## config.mk

```make
export PLATFORM = sky130hd
export DESIGN_NAME = control_sequencer
export DESIGN_NICKNAME = d
export VERILOG_FILES = /design/src/rtl/control_sequencer.sv
export SDC_FILE = /design/constraint.sdc
export NUM_CORES = 1
export LEC_CHECK = 0
export CAP_MARGIN = 5
export CORE_MARGIN = 1
export CORE_UTILIZATION = 35
export DETAILED_ROUTE_END_ITERATION = 8
export GPL_TIMING_DRIVEN = 0
export PLACE_DENSITY = 0.65
export SYNTH_ARGS = -nofsm -noshare
export SYNTH_HDL_FRONTEND = slang
export SYNTH_SLANG_ARGS = --single-unit
```

## constraint.sdc

```tcl
create_clock -name clk -period 2.5 [get_ports clk]
set_input_delay 0.5 -clock clk [delete_from_list [all_inputs] [get_ports clk]]
set_output_delay 0.5 -clock clk [all_outputs]
set_load 0.05 [all_outputs]
```

## src/rtl/control_sequencer.sv

```systemverilog
// rtl/control_sequencer.sv - microcoded fetch/execute control sequencer for the 8-bit processor
//
// Purpose:
//   Steps through T-states T0..T4 and decodes (step, opcode, flags) into every
//   datapath load/enable strobe. Each instruction ends on its last active step
//   (instr_done) and the next edge returns to T0. HLT parks the sequencer in a
//   halted state that only clr can leave.
//
// Ports:
//   clk         system clock, all state on rising edge
//   clr         asynchronous active-high reset; forces all outputs to 0 while high
//   run         1 = advance; 0 = freeze step and force all strobes to 0
//   opcode      IR[7:4], valid from T2 onward
//   carry_flag  registered ALU carry flag (used by JC during T2)
//   zero_flag   registered ALU zero flag (used by JZ during T2)
//   step        current T-state
//   hlt         halted, or executing the T2 step of HLT
//   mi..j       MAR-in, RAM-in, RAM-out, IR-out, IR-in, A-in, A-out, B-in,
//               OUT-in, PC-count, PC-out, PC-jump
//   eo, su, fi  ALU enable, ALU subtract, ALU flag load
//   instr_done  high during the last step of each instruction

module control_sequencer #(
    parameter int OP_W   = 4,
    parameter int STEP_W = 3
) (
    input  logic              clk,
    input  logic              clr,
    input  logic              run,
    input  logic [OP_W-1:0]   opcode,
    input  logic              carry_flag,
    input  logic              zero_flag,
    output logic [STEP_W-1:0] step,
    output logic              hlt,
    output logic              mi,
    output logic              ri,
    output logic              ro,
    output logic              io,
    output logic              ii,
    output logic              ai,
    output logic              ao,
    output logic              bi,
    output logic              oi,
    output logic              ce,
    output logic              co,
    output logic              j,
    output logic              eo,
    output logic              su,
    output logic              fi,
    output logic              instr_done
);

    localparam logic [OP_W-1:0] OP_LDA = OP_W'(4'b0001);
    localparam logic [OP_W-1:0] OP_ADD = OP_W'(4'b0010);
    localparam logic [OP_W-1:0] OP_SUB = OP_W'(4'b0011);
    localparam logic [OP_W-1:0] OP_STA = OP_W'(4'b0100);
    localparam logic [OP_W-1:0] OP_LDI = OP_W'(4'b0101);
    localparam logic [OP_W-1:0] OP_JMP = OP_W'(4'b0110);
    localparam logic [OP_W-1:0] OP_JC  = OP_W'(4'b0111);
    localparam logic [OP_W-1:0] OP_JZ  = OP_W'(4'b1000);
    localparam logic [OP_W-1:0] OP_OUT = OP_W'(4'b1110);
    localparam logic [OP_W-1:0] OP_HLT = OP_W'(4'b1111);

    localparam logic [STEP_W-1:0] T0 = STEP_W'(0);
    localparam logic [STEP_W-1:0] T1 = STEP_W'(1);
    localparam logic [STEP_W-1:0] T2 = STEP_W'(2);
    localparam logic [STEP_W-1:0] T3 = STEP_W'(3);
    localparam logic [STEP_W-1:0] T4 = STEP_W'(4);

    logic halted;

    // Raw (ungated) microcode decode
    logic d_mi, d_ri, d_ro, d_io, d_ii, d_ai, d_ao, d_bi, d_oi;
    logic d_ce, d_co, d_j, d_eo, d_su, d_fi;
    logic d_done;   // last active step of the current instruction
    logic d_hlt;    // T2 of HLT
    logic d_wrap;   // out-of-range step: return to T0 without strobes
    logic active;   // strobes allowed this cycle

    always_comb begin
        d_mi   = 1'b0;
        d_ri   = 1'b0;
        d_ro   = 1'b0;
        d_io   = 1'b0;
        d_ii   = 1'b0;
        d_ai   = 1'b0;
        d_ao   = 1'b0;
        d_bi   = 1'b0;
        d_oi   = 1'b0;
        d_ce   = 1'b0;
        d_co   = 1'b0;
        d_j    = 1'b0;
        d_eo   = 1'b0;
        d_su   = 1'b0;
        d_fi   = 1'b0;
        d_done = 1'b0;
        d_hlt  = 1'b0;
        d_wrap = 1'b0;

        case (step)
            T0: begin
                d_co = 1'b1;
                d_mi = 1'b1;
            end
            T1: begin
                d_ro = 1'b1;
                d_ii = 1'b1;
                d_ce = 1'b1;
            end
            T2: begin
                case (opcode)
                    OP_LDA, OP_ADD, OP_SUB, OP_STA: begin
                        d_io = 1'b1;
                        d_mi = 1'b1;
                    end
                    OP_LDI: begin
                        d_io   = 1'b1;
                        d_ai   = 1'b1;
                        d_done = 1'b1;
                    end
                    OP_JMP: begin
                        d_io   = 1'b1;
                        d_j    = 1'b1;
                        d_done = 1'b1;
                    end
                    // Conditional jumps look at the live flag inputs; a
                    // not-taken branch is simply an empty step.
                    OP_JC: begin
                        d_io   = carry_flag;
                        d_j    = carry_flag;
                        d_done = 1'b1;
                    end
                    OP_JZ: begin
                        d_io   = zero_flag;
                        d_j    = zero_flag;
                        d_done = 1'b1;
                    end
                    OP_OUT: begin
                        d_ao   = 1'b1;
                        d_oi   = 1'b1;
                        d_done = 1'b1;
                    end
                    OP_HLT: begin
                        d_hlt  = 1'b1;
                        d_done = 1'b1;
                    end
                    default: begin
                        // NOP and undefined opcodes: empty T2, then fetch
                        d_done = 1'b1;
                    end
                endcase
            end
            T3: begin
                case (opcode)
                    OP_LDA: begin
                        d_ro   = 1'b1;
                        d_ai   = 1'b1;
                        d_done = 1'b1;
                    end
                    OP_ADD, OP_SUB: begin
                        d_ro = 1'b1;
                        d_bi = 1'b1;
                    end
                    OP_STA: begin
                        d_ao   = 1'b1;
                        d_ri   = 1'b1;
                        d_done = 1'b1;
                    end
                    default: begin
                        // Unreachable for valid flow; recover to fetch
                        d_wrap = 1'b1;
                    end
                endcase
            end
            T4: begin
                case (opcode)
                    OP_ADD, OP_SUB: begin
                        d_eo   = 1'b1;
                        d_ai   = 1'b1;
                        d_fi   = 1'b1;
                        d_su   = (opcode == OP_SUB);
                        d_done = 1'b1;
                    end
                    default: begin
                        d_wrap = 1'b1;
                    end
                endcase
            end
            default: begin
                d_wrap = 1'b1;
            end
        endcase
    end

    assign active = run & ~clr & ~halted;

    always_comb begin
        mi         = d_mi   & active;
        ri         = d_ri   & active;
        ro         = d_ro   & active;
        io         = d_io   & active;
        ii         = d_ii   & active;
        ai         = d_ai   & active;
        ao         = d_ao   & active;
        bi         = d_bi   & active;
        oi         = d_oi   & active;
        ce         = d_ce   & active;
        co         = d_co   & active;
        j          = d_j    & active;
        eo         = d_eo   & active;
        su         = d_su   & active;
        fi         = d_fi   & active;
        instr_done = d_done & active;
        hlt        = ~clr & (halted | (d_hlt & active));
    end

    // Step/halt state. While halted, step stays parked at T2 and run is ignored.
    always_ff @(posedge clk or posedge clr) begin
        if (clr) begin
            step   <= T0;
            halted <= 1'b0;
        end else if (!halted && run) begin
            if (d_hlt) begin
                halted <= 1'b1;
            end else if (d_done || d_wrap) begin
                step <= T0;
            end else begin
                step <= step + STEP_W'(1);
            end
        end
    end

endmodule

```

Word level (Yosys, flattened, before mapping):

Cells that the tools add are included.

* $add $sub $neg: 1
* reductions and logical operators: 12
* bitwise gates (word level): 22
* mux-type cells: 31
* equality and inequality tests: 14

Operator list (count)
* $mux 1: 22
* $and 1x1->1: 18
* $eq 4x3->1 const B: 4
* $pmux 1 s3: 5
* $eq 4x4->1 const B: 3
* $eq 4x2->1 const B: 2
* $eq 3x2->1 const B: 2
* $pmux 1 s2: 3
* $reduce_or 3->1: 2
* $reduce_or 6->1: 1
* $eq 4x1->1 const B: 1
* $reduce_and 2->1: 2
* $reduce_or 2->1: 2
* $reduce_or 4->1: 1
* $add 3x1->3 const B: 1
* $eq 3x1->1 const B: 1
* $eq 3x3->1 const B: 1
* $logic_not 3->1: 1
* $mux 3: 1
* $not 1->1: 3
* $logic_and 1x1->1: 1
* $logic_not 1->1: 1
* $logic_or 1x1->1: 1
* $or 1x1->1: 1

* logic and storage cells: 82
* input port bits: 9
* output and inout port bits: 20
* register bits: 4

Logic depth before layout (Yosys ltp):

Gate-level depths: netlist of run 1.

* depth after elaboration: 6
* gate-level depth with buffers: 6
* mapped depth without buffers: 6

Worst setup path before layout of run 1:

No wires, ideal clock.

* path kind: register to output
* start point: register step[1]
* end point: output mi
* buffers on the path: 0
* arrival time: 2872 ps
* cell stages (with the launch flop): 5
* required time: 2000 ps
* path slack: -872 ps
* path through: dfrtp_1 ha_1 and2b_1 nand2_1 o41ai_1

* cells in the longest elaborated chain, start to end: 3
* elaborated cells on any way between the ends: 4
* those cells by class: 1 x eq/ne; 1 x mux; 1 x bitwise; 1 x reduce/logical

RTL lines
* from (decl): line 33 `output logic [STEP_W-1:0] step,`
* from (signal assigned): line 228 `step <= step + STEP_W'(1);`
* $eq 3x2->1 or $logic_not 3->1 (tied branches): line 100 `case (step)`
* $pmux 1 s2 (*): line 100
* $and 1x1->1 (*): line 198 `mi = d_mi & active;`
* to (decl): line 35 `output logic mi,`

Every way passes the cells marked *; elsewhere a longest branch is shown, timed or not.

Worst setup path after layout of run 1:

* start point: input opcode[1]
* end point: output fi

* cells in the longest elaborated chain, start to end: 5
* elaborated cells on any way between the ends: 6
* those cells by class: 2 x eq/ne; 2 x mux; 1 x bitwise; 1 x reduce/logical

RTL lines
* from (decl): line 30 `input logic [OP_W-1:0] opcode,`
* $eq 4x2->1: line 176 `case (opcode)`
* $reduce_or 2->1 (*)
* $mux 1 (*): line 176
* $mux 1 (*): line 100
* $and 1x1->1 (*): line 212 `fi = d_fi & active;`
* to (decl): line 49 `output logic fi,`

Marks and branches as above.

==> run_results.csv, run 1 <==
group,metric,value,unit
clock_network,cts-root-buf,"clkbuf_4",
logic_synthesis,ys_top_cells_by_count,"10 x inv_1, 10 x nand2_1, 8 x nor2_1, 5 x ha_1, 5 x o41ai_1",
logic_synthesis,synth_enable_flop_cells,0,
logic_synthesis,ys_seq_area_share,14.8,%
floorplanning,top_level_ports,29,
floorplanning,die_w,46.0,um
timing,maximum_frequency_from_static_timing_analysis,0.406,GHz
placement,place.detailed.instances,141,
global_routing,grt_pass1_vias,705,
timing,final_min_period,2470,ps
placement,gp_congestion,0.714,
cells_and_area,layoutNonFillerInstCount,153,
route,starting_drt_drc_count,3,
clock_network,insertion_delay,240,ps
critical_path,max_stage_delay,510,ps
critical_path,cp_num_buf_inv,4,
timing,finClkSkew,1.11,ps
route,detail_route.vias_per_cell,5.00,
clock_network,clockBufferDepth,2,
global_routing,grt_antenna_before_repair,0,
critical_path,rr_startpoint,"step[0]",
critical_path,crit_path_start,"opcode[1]",
logic_synthesis,synth-main-ff-cell,"dfrtp_1",
placement,io_buffer_count,27,
timing,maxSlewViolCount,0,
cells_and_area,area_growth_syn_to_layout,68.8,%
cells_and_area,design_area,0.00114,mm^2
route,wl,1850,um
cells_and_area,n_antenna_cell,0,
critical_path,worst-endpoint-required,2000,ps
logic_synthesis,synthDistinctLibCells,37,
logic_synthesis,synth_top_area_cell,"dfrtp_1",
floorplanning,die_height,46.0,um
logic_synthesis,yosys_warnings,0,
logic_synthesis,post_synth_instance_area,677,um^2
critical_path,r2r_slack,650,ps
clock_network,cts.hold.buffers_added,0,
floorplanning,fp.dieArea,0.00211,mm^2
route,route.detailed.wl_per_inst,12.1,um
logic_synthesis,synth_top_area_share,14.8,%
route,ant_nets,0,
critical_path,worst-endpoint-arrival,1970,ps
timing,number_of_hold_violations_in_the_final_report,0,
cells_and_area,layout.nets,143,
pwr,report.power.total,0.211,mW
route,first_pass_iteration_count_of_the_detailed_router,3,
logic_synthesis,synth_async_sr_flop_share,100,%
timing,rsz_0062_raised_after_global_routing,"yes",
timing,slew-limit-headroom,67.2,%
timing,min_period_over_period,98.6,%
logic_synthesis,ys_seq_elements,4,
placement,detailedPlacementHpwl,1440,um
critical_path,cell_chain_of_the_critical_path,"clkdlybuf4s50_1 -> buf_6 -> nor3b_4 -> nand3_4 -> nor2_2 -> buf_4 -> buf_6",
critical_path,timing.critical_path.from_type,"input pin",
floorplanning,coreArea,0.00176,mm^2
pwr,ir_worst_vdd,186,uV
run,maxCapViolations,0,
clock_network,cts_tree,"built",
logic_synthesis,netlist_top_cells_area,"dfrtp_1 15%, ha_1 9.2%, o41ai_1 6.5%",
clock_network,tritoncts_num_sinks,4,
clock_network,tritoncts.num_buffers,3,
critical_path,cp_top_family,"buffers and inverters",
critical_path,path_common_cell,"buf_6",
critical_path,start_to_end_type_of_the_worst_setup_path,"input pin to primary output",
timing,timing_worst_slew_pin_value,490,ps
hold_path,hold_path.class,"input pin to async pin",
floorplanning,placementRows,15,
logic_synthesis,mappedNetlistNets,103,
route,post_route_drc,0,
global_routing,grt_use_total,19.2,%
clock_network,cts.clk_slew.worst_paths,40,ps
status,run_status,"finished clean",
cells_and_area,fillerInstances,169,
critical_path,cp-end-kind,"primary output",
floorplanning,initial_core_util,38.4,%
logic_synthesis,synthesis.instances,89,
global_routing,grt_pass1_wl,2890,um
critical_path,timing.critical_path.slowest_stage_cell,"clkdlybuf4s50_1",
placement,cell_area_placed,0.00102,mm^2
cells_and_area,drive_gt1_share,47.7,%
global_routing,globalRoute.totalOverflow,0,
global_routing,grt_max_degree,11,
critical_path,path_max_fanout,10,
timing,finalSetupTns,0,ps
logic_synthesis,postSynthAreaPerCell,7.61,um^2
pwr,p_per_area,185,mW/mm^2
route,route.vias.total,765,
pwr,cell_leakage_power,0.491,nW
timing,timing.final.setup_violations,0,
clock_network,cts-htree-levels,1,
==> routing by layer <==
| layer | vias to the layer above | global-route usage (%) | part of all wire [%] |
|---|---|---|---|
| met5 | - | 0 | 0 |
| met4 | 0 | 9.41 | 0 |
| met3 | 0 | 3.17 | 3.9 |
| met2 | 20 | 33.2 | 53 |
| met1 | 352 | 22.5 | 43 |
| li1 | 393 | - | - |
==> metrics by stage <==
stage / setup WS (ps) / util (%) / hold slack [ps]
4_1_cts: -9.65 / 60.5 / 316
3_3_place_gp: -837 / 58.0 / 526
3_5_place_dp: -834 / 58.0 / 534
5_1_grt: -46.0 / 64.8 / 345
6_report: 34.3 / 64.8 / 325
2_1_floorplan: -182 / - / 271
==> sequential cells by signal (all words and copies together), names as in the netlist <==
signal and flops:
step 3, halted 1
==> path summary, 6_finish.rpt <==
path | endpoint | cells past startpoint
worst max register to register | step[0] | 6
worst min register to register | halted | 2
max in group asynchronous | step[0] | 2
worst min-delay path | step[1] | 2
worst max-delay path | fi | 7
min in group clk | halted | 2
==> power by group <==
part	switching, mW	internal, mW	leakage, nW	total [mW]
clock	0.0284	0.0600	0.0150	0.0884
sequential	0	0.0650	0.0473	0.0650
combinational	0.0322	0.0252	0.429	0.0574
==> layout make-up <==
class	count	area, um^2	share of cell area [%]
flip-flops and latches	4	103	8.98
multi-input cells	69	598	52.4
clock buffers	4	26.3	2.30
inverters	10	37.5	3.29
plain buffers	6	56.3	4.93
repair buffers	35	290	25.4
well taps	25	31.3	2.74
==> repair_timing <==
item / 4_1_cts / 5_1_grt
pin swaps: 1 / 1
endpoints found under the setup margin: 17 / 11
resized for setup: 103 / 16
buffers inserted: 4 / 4
endpoints found under the hold margin: 0 / 0
==> cells by family after synthesis <==
logic type | after synthesis | synth area share (%)
XOR/XNOR | 1 | 1.29
AO/OA/AOI/OAI | 20 | 24.6
AND/OR/NAND/NOR | 41 | 34.6
flip-flops | 4 | 14.8
multiplexers | 2 | 2.96
adder cells (fa/ha/maj) | 5 | 9.24
buffers and inverters | 16 | 12.6
==> cell usage in the layout (no fill, tap or decap), types with 3 or more instances in the layout <==
master / Yosys / final
buf_6: 2 / 6
ha_1: 5 / 3
nor3_2: 1 / 3
buf_4: 2 / 15
nor2_1: 8 / 7
o41ai_1: 5 / 3
inv_1: 10 / 9
dlygate4sd2_1: 0 / 3
nand2_1: 10 / 8
clkbuf_4: 0 / 5
o21ai_0: 3 / 3
clkdlybuf4s50_1: 0 / 6
buf_2: 2 / 6
No activity file was read; power rests on OpenSTA's default activity.
==> run 2: changes to the inputs <==
--- a/config.mk
+++ b/config.mk
@@ -10,6 +10,7 @@
 export CORE_UTILIZATION = 35
 export DETAILED_ROUTE_END_ITERATION = 8
 export GPL_TIMING_DRIVEN = 0
+export MAX_ROUTING_LAYER = met4
 export PLACE_DENSITY = 0.65
 export SYNTH_ARGS = -nofsm -noshare
 export SYNTH_HDL_FRONTEND = slang
==> results of run 2 <==
The final DEF is identical to that of run 1; final timing and power are the same.
Main changes from that run: final weighted congestion in routability-driven placement 0.714 -> 0.722; overall routing resource usage 19.2% -> 19.8%
==> run 3: changes to the inputs <==
--- a/config.mk
+++ b/config.mk
@@ -12,6 +12,7 @@
 export GPL_TIMING_DRIVEN = 0
 export MAX_ROUTING_LAYER = met4
 export PLACE_DENSITY = 0.65
+export SETUP_SLACK_MARGIN = 0.4
 export SYNTH_ARGS = -nofsm -noshare
 export SYNTH_HDL_FRONTEND = slang
 export SYNTH_SLANG_ARGS = --single-unit
==> run_results.csv, run 3 (synthesis gave the netlist of run 1 again) <==
group,metric,value,unit
status,run_status,"finished clean",
route,detail_route.vias_per_cell,5.31,
clock_network,cts.clk_slew.worst_paths,40,ps
critical_path,cp_top_family,"simple AND/OR/NAND/NOR gates",
critical_path,cp_num_buf_inv,2,
critical_path,worst-endpoint-arrival,1910,ps
timing,min_period_over_period,96.2,%
cells_and_area,largest_register_ffs,3,
run,maxCapViolations,0,
pwr,cell_leakage_power,0.672,nW
timing,finClkSkew,5.36,ps
timing,timing.final.setup_violations,0,
cells_and_area,utilization_after_layout,88.2,%
floorplanning,coreArea,0.00176,mm^2
floorplanning,fp.dieArea,0.00211,mm^2
route,route.detailed.wl_per_inst,16.0,um
timing,timing.final.ws_setup,94.7,ps
floorplanning,die_w,46.0,um
global_routing,grt_use_total,25.0,%
cells_and_area,top_register,"step",
global_routing,grt_pass1_wl,3670,um
pwr,p_per_area,144,mW/mm^2
cells_and_area,area_growth_syn_to_layout,130,%
clock_network,cts.hold.buffers_added,0,
placement,gp_congestion,0.772,
floorplanning,top_level_ports,29,
critical_path,r2r_slack,420,ps
cells_and_area,drive_gt1_share,69.0,%
clock_network,cts-root-buf,"clkbuf_4",
critical_path,timing.critical_path.slowest_stage_cell,"dfrtp_2",
route,post_route_drc,0,
timing,maxSlewViolCount,0,
route,wl,2720,um
critical_path,cp-end-kind,"primary output",
floorplanning,placementRows,15,
floorplanning,die_height,46.0,um
global_routing,global_route.usage.met1,30.3,%
cells_and_area,largest_registers,"step (3), halted (1)",
global_routing,global_route.peak_usage_layer,"met2",
global_routing,grt_max_degree,11,
critical_path,max_stage_delay,460,ps
timing,finalSetupTns,0,ps
critical_path,cell_chain_of_the_critical_path,"inv_4 -> ha_4 -> and2b_2 -> mux2i_1 -> or4_4 -> a21oi_4 -> buf_6",
clock_network,tritoncts_num_sinks,4,
global_routing,grt.met3_usage,3.97,%
global_routing,globalRoute.totalOverflow,0,
timing,maximum_frequency_from_static_timing_analysis,0.416,GHz
placement,detailedPlacementHpwl,1510,um
clock_network,tritoncts.num_buffers,3,
critical_path,worst-endpoint-required,2000,ps
clock_network,cts-htree-levels,1,
critical_path,start_to_end_type_of_the_worst_setup_path,"flop to primary output",
global_routing,grt_antenna_before_repair,0,
pwr,ir_worst_vdd,269,uV
timing,final_min_period,2410,ps
placement,io_buffer_count,27,
critical_path,timing.critical_path.from_type,"flop",
global_routing,global_route.usage.met2,43.7,%
placement,detailedPlace.worstSlack,-820,ps
route,ant_nets,0,
clock_network,clockBufferDepth,2,
timing,slew-limit-headroom,65.6,%
route,route.vias.total,902,
cells_and_area,n_antenna_cell,0,
route,first_pass_iteration_count_of_the_detailed_router,4,
floorplanning,initial_core_util,38.4,%
clock_network,insertion_delay,230,ps
timing,number_of_hold_violations_in_the_final_report,0,
cells_and_area,layout.nets,160,
global_routing,grt_pass1_vias,825,
timing,timing_worst_slew_pin_value,514,ps
clock_network,cts_tree,"built",
cells_and_area,commonest_cells_after_routing_fill_and_taps_aside,"25 x buf_4, 15 x buf_6, 8 x inv_1",
route,starting_drt_drc_count,16,
hold_path,hold_path.class,"input pin to async pin",
critical_path,path_max_fanout,4,
cells_and_area,layout.cells.most_common,"buf_4",
timing,rsz_0062_raised_after_global_routing,"yes",
==> run 3: cell count changes in the layout (fill, tap and decap cells not counted), moves of 3 or more <==
| cell | change |
|---|---|
| buf_4 | +10 |
| buf_6 | +9 |
| buf_8 | +6 |
| dlygate4sd2_1 | -3 |
| ha_4 | +3 |
| nand2_1 | -3 |
| nand2_4 | +3 |
| nor2_4 | +3 |
==> run 3: routing by layer <==
layer	wire length, um	vias up
met5	0	-
met4	39	0
li1	-	431
met2	1470	27
met3	101	6
met1	1110	438
==> run 3: area by class of cell <==
cell class                      instances  area [um^2]
Fill cell                              85          208
Sequential cell                         4          105
Buffer                                  6         67.6
Clock buffer                            4         26.3
Tap cell                               25         31.3
Multi-Input combinational cell         69          779
Inverter                               10         43.8
Timing Repair Buffer                   52          503
==> run 3: final timing paths <==
check / start / endpoint / depth (start not counted)
max: step[0] / ai / 7
max reg2reg: step[0] / step[1] / 8
min reg2reg: halted / halted / 2
max in group asynchronous: clr / halted / 2
min in group clk: halted / halted / 2
min: clr / step[0] / 2
==> run 3: metrics by stage <==
step	total power [mW]	hold slack, ps	cells	area (um^2)
floorplan	0.101	271	89	835
global placement	0.121	529	141	1140
detailed placement	0.122	551	141	1140
CTS	0.222	195	165	1420
global route	0.236	214	170	1560
finish	0.224	198	170	1560
==> run 3: power by group <==
| group | internal [mW] | switching (mW) |
|---|---|---|
| combinational | 0.0324 | 0.0415 |
| clock | 0.0598 | 0.0250 |
| sequential | 0.0650 | 0 |
==> run 3: timing repair <==
| item | CTS | global route |
|---|---|---|
| setup buffers | 20 | 5 |
| pin swaps | 10 | 9 |
| endpoints found under the setup margin | 20 | 18 |
| resized for setup | 159 | 19 |
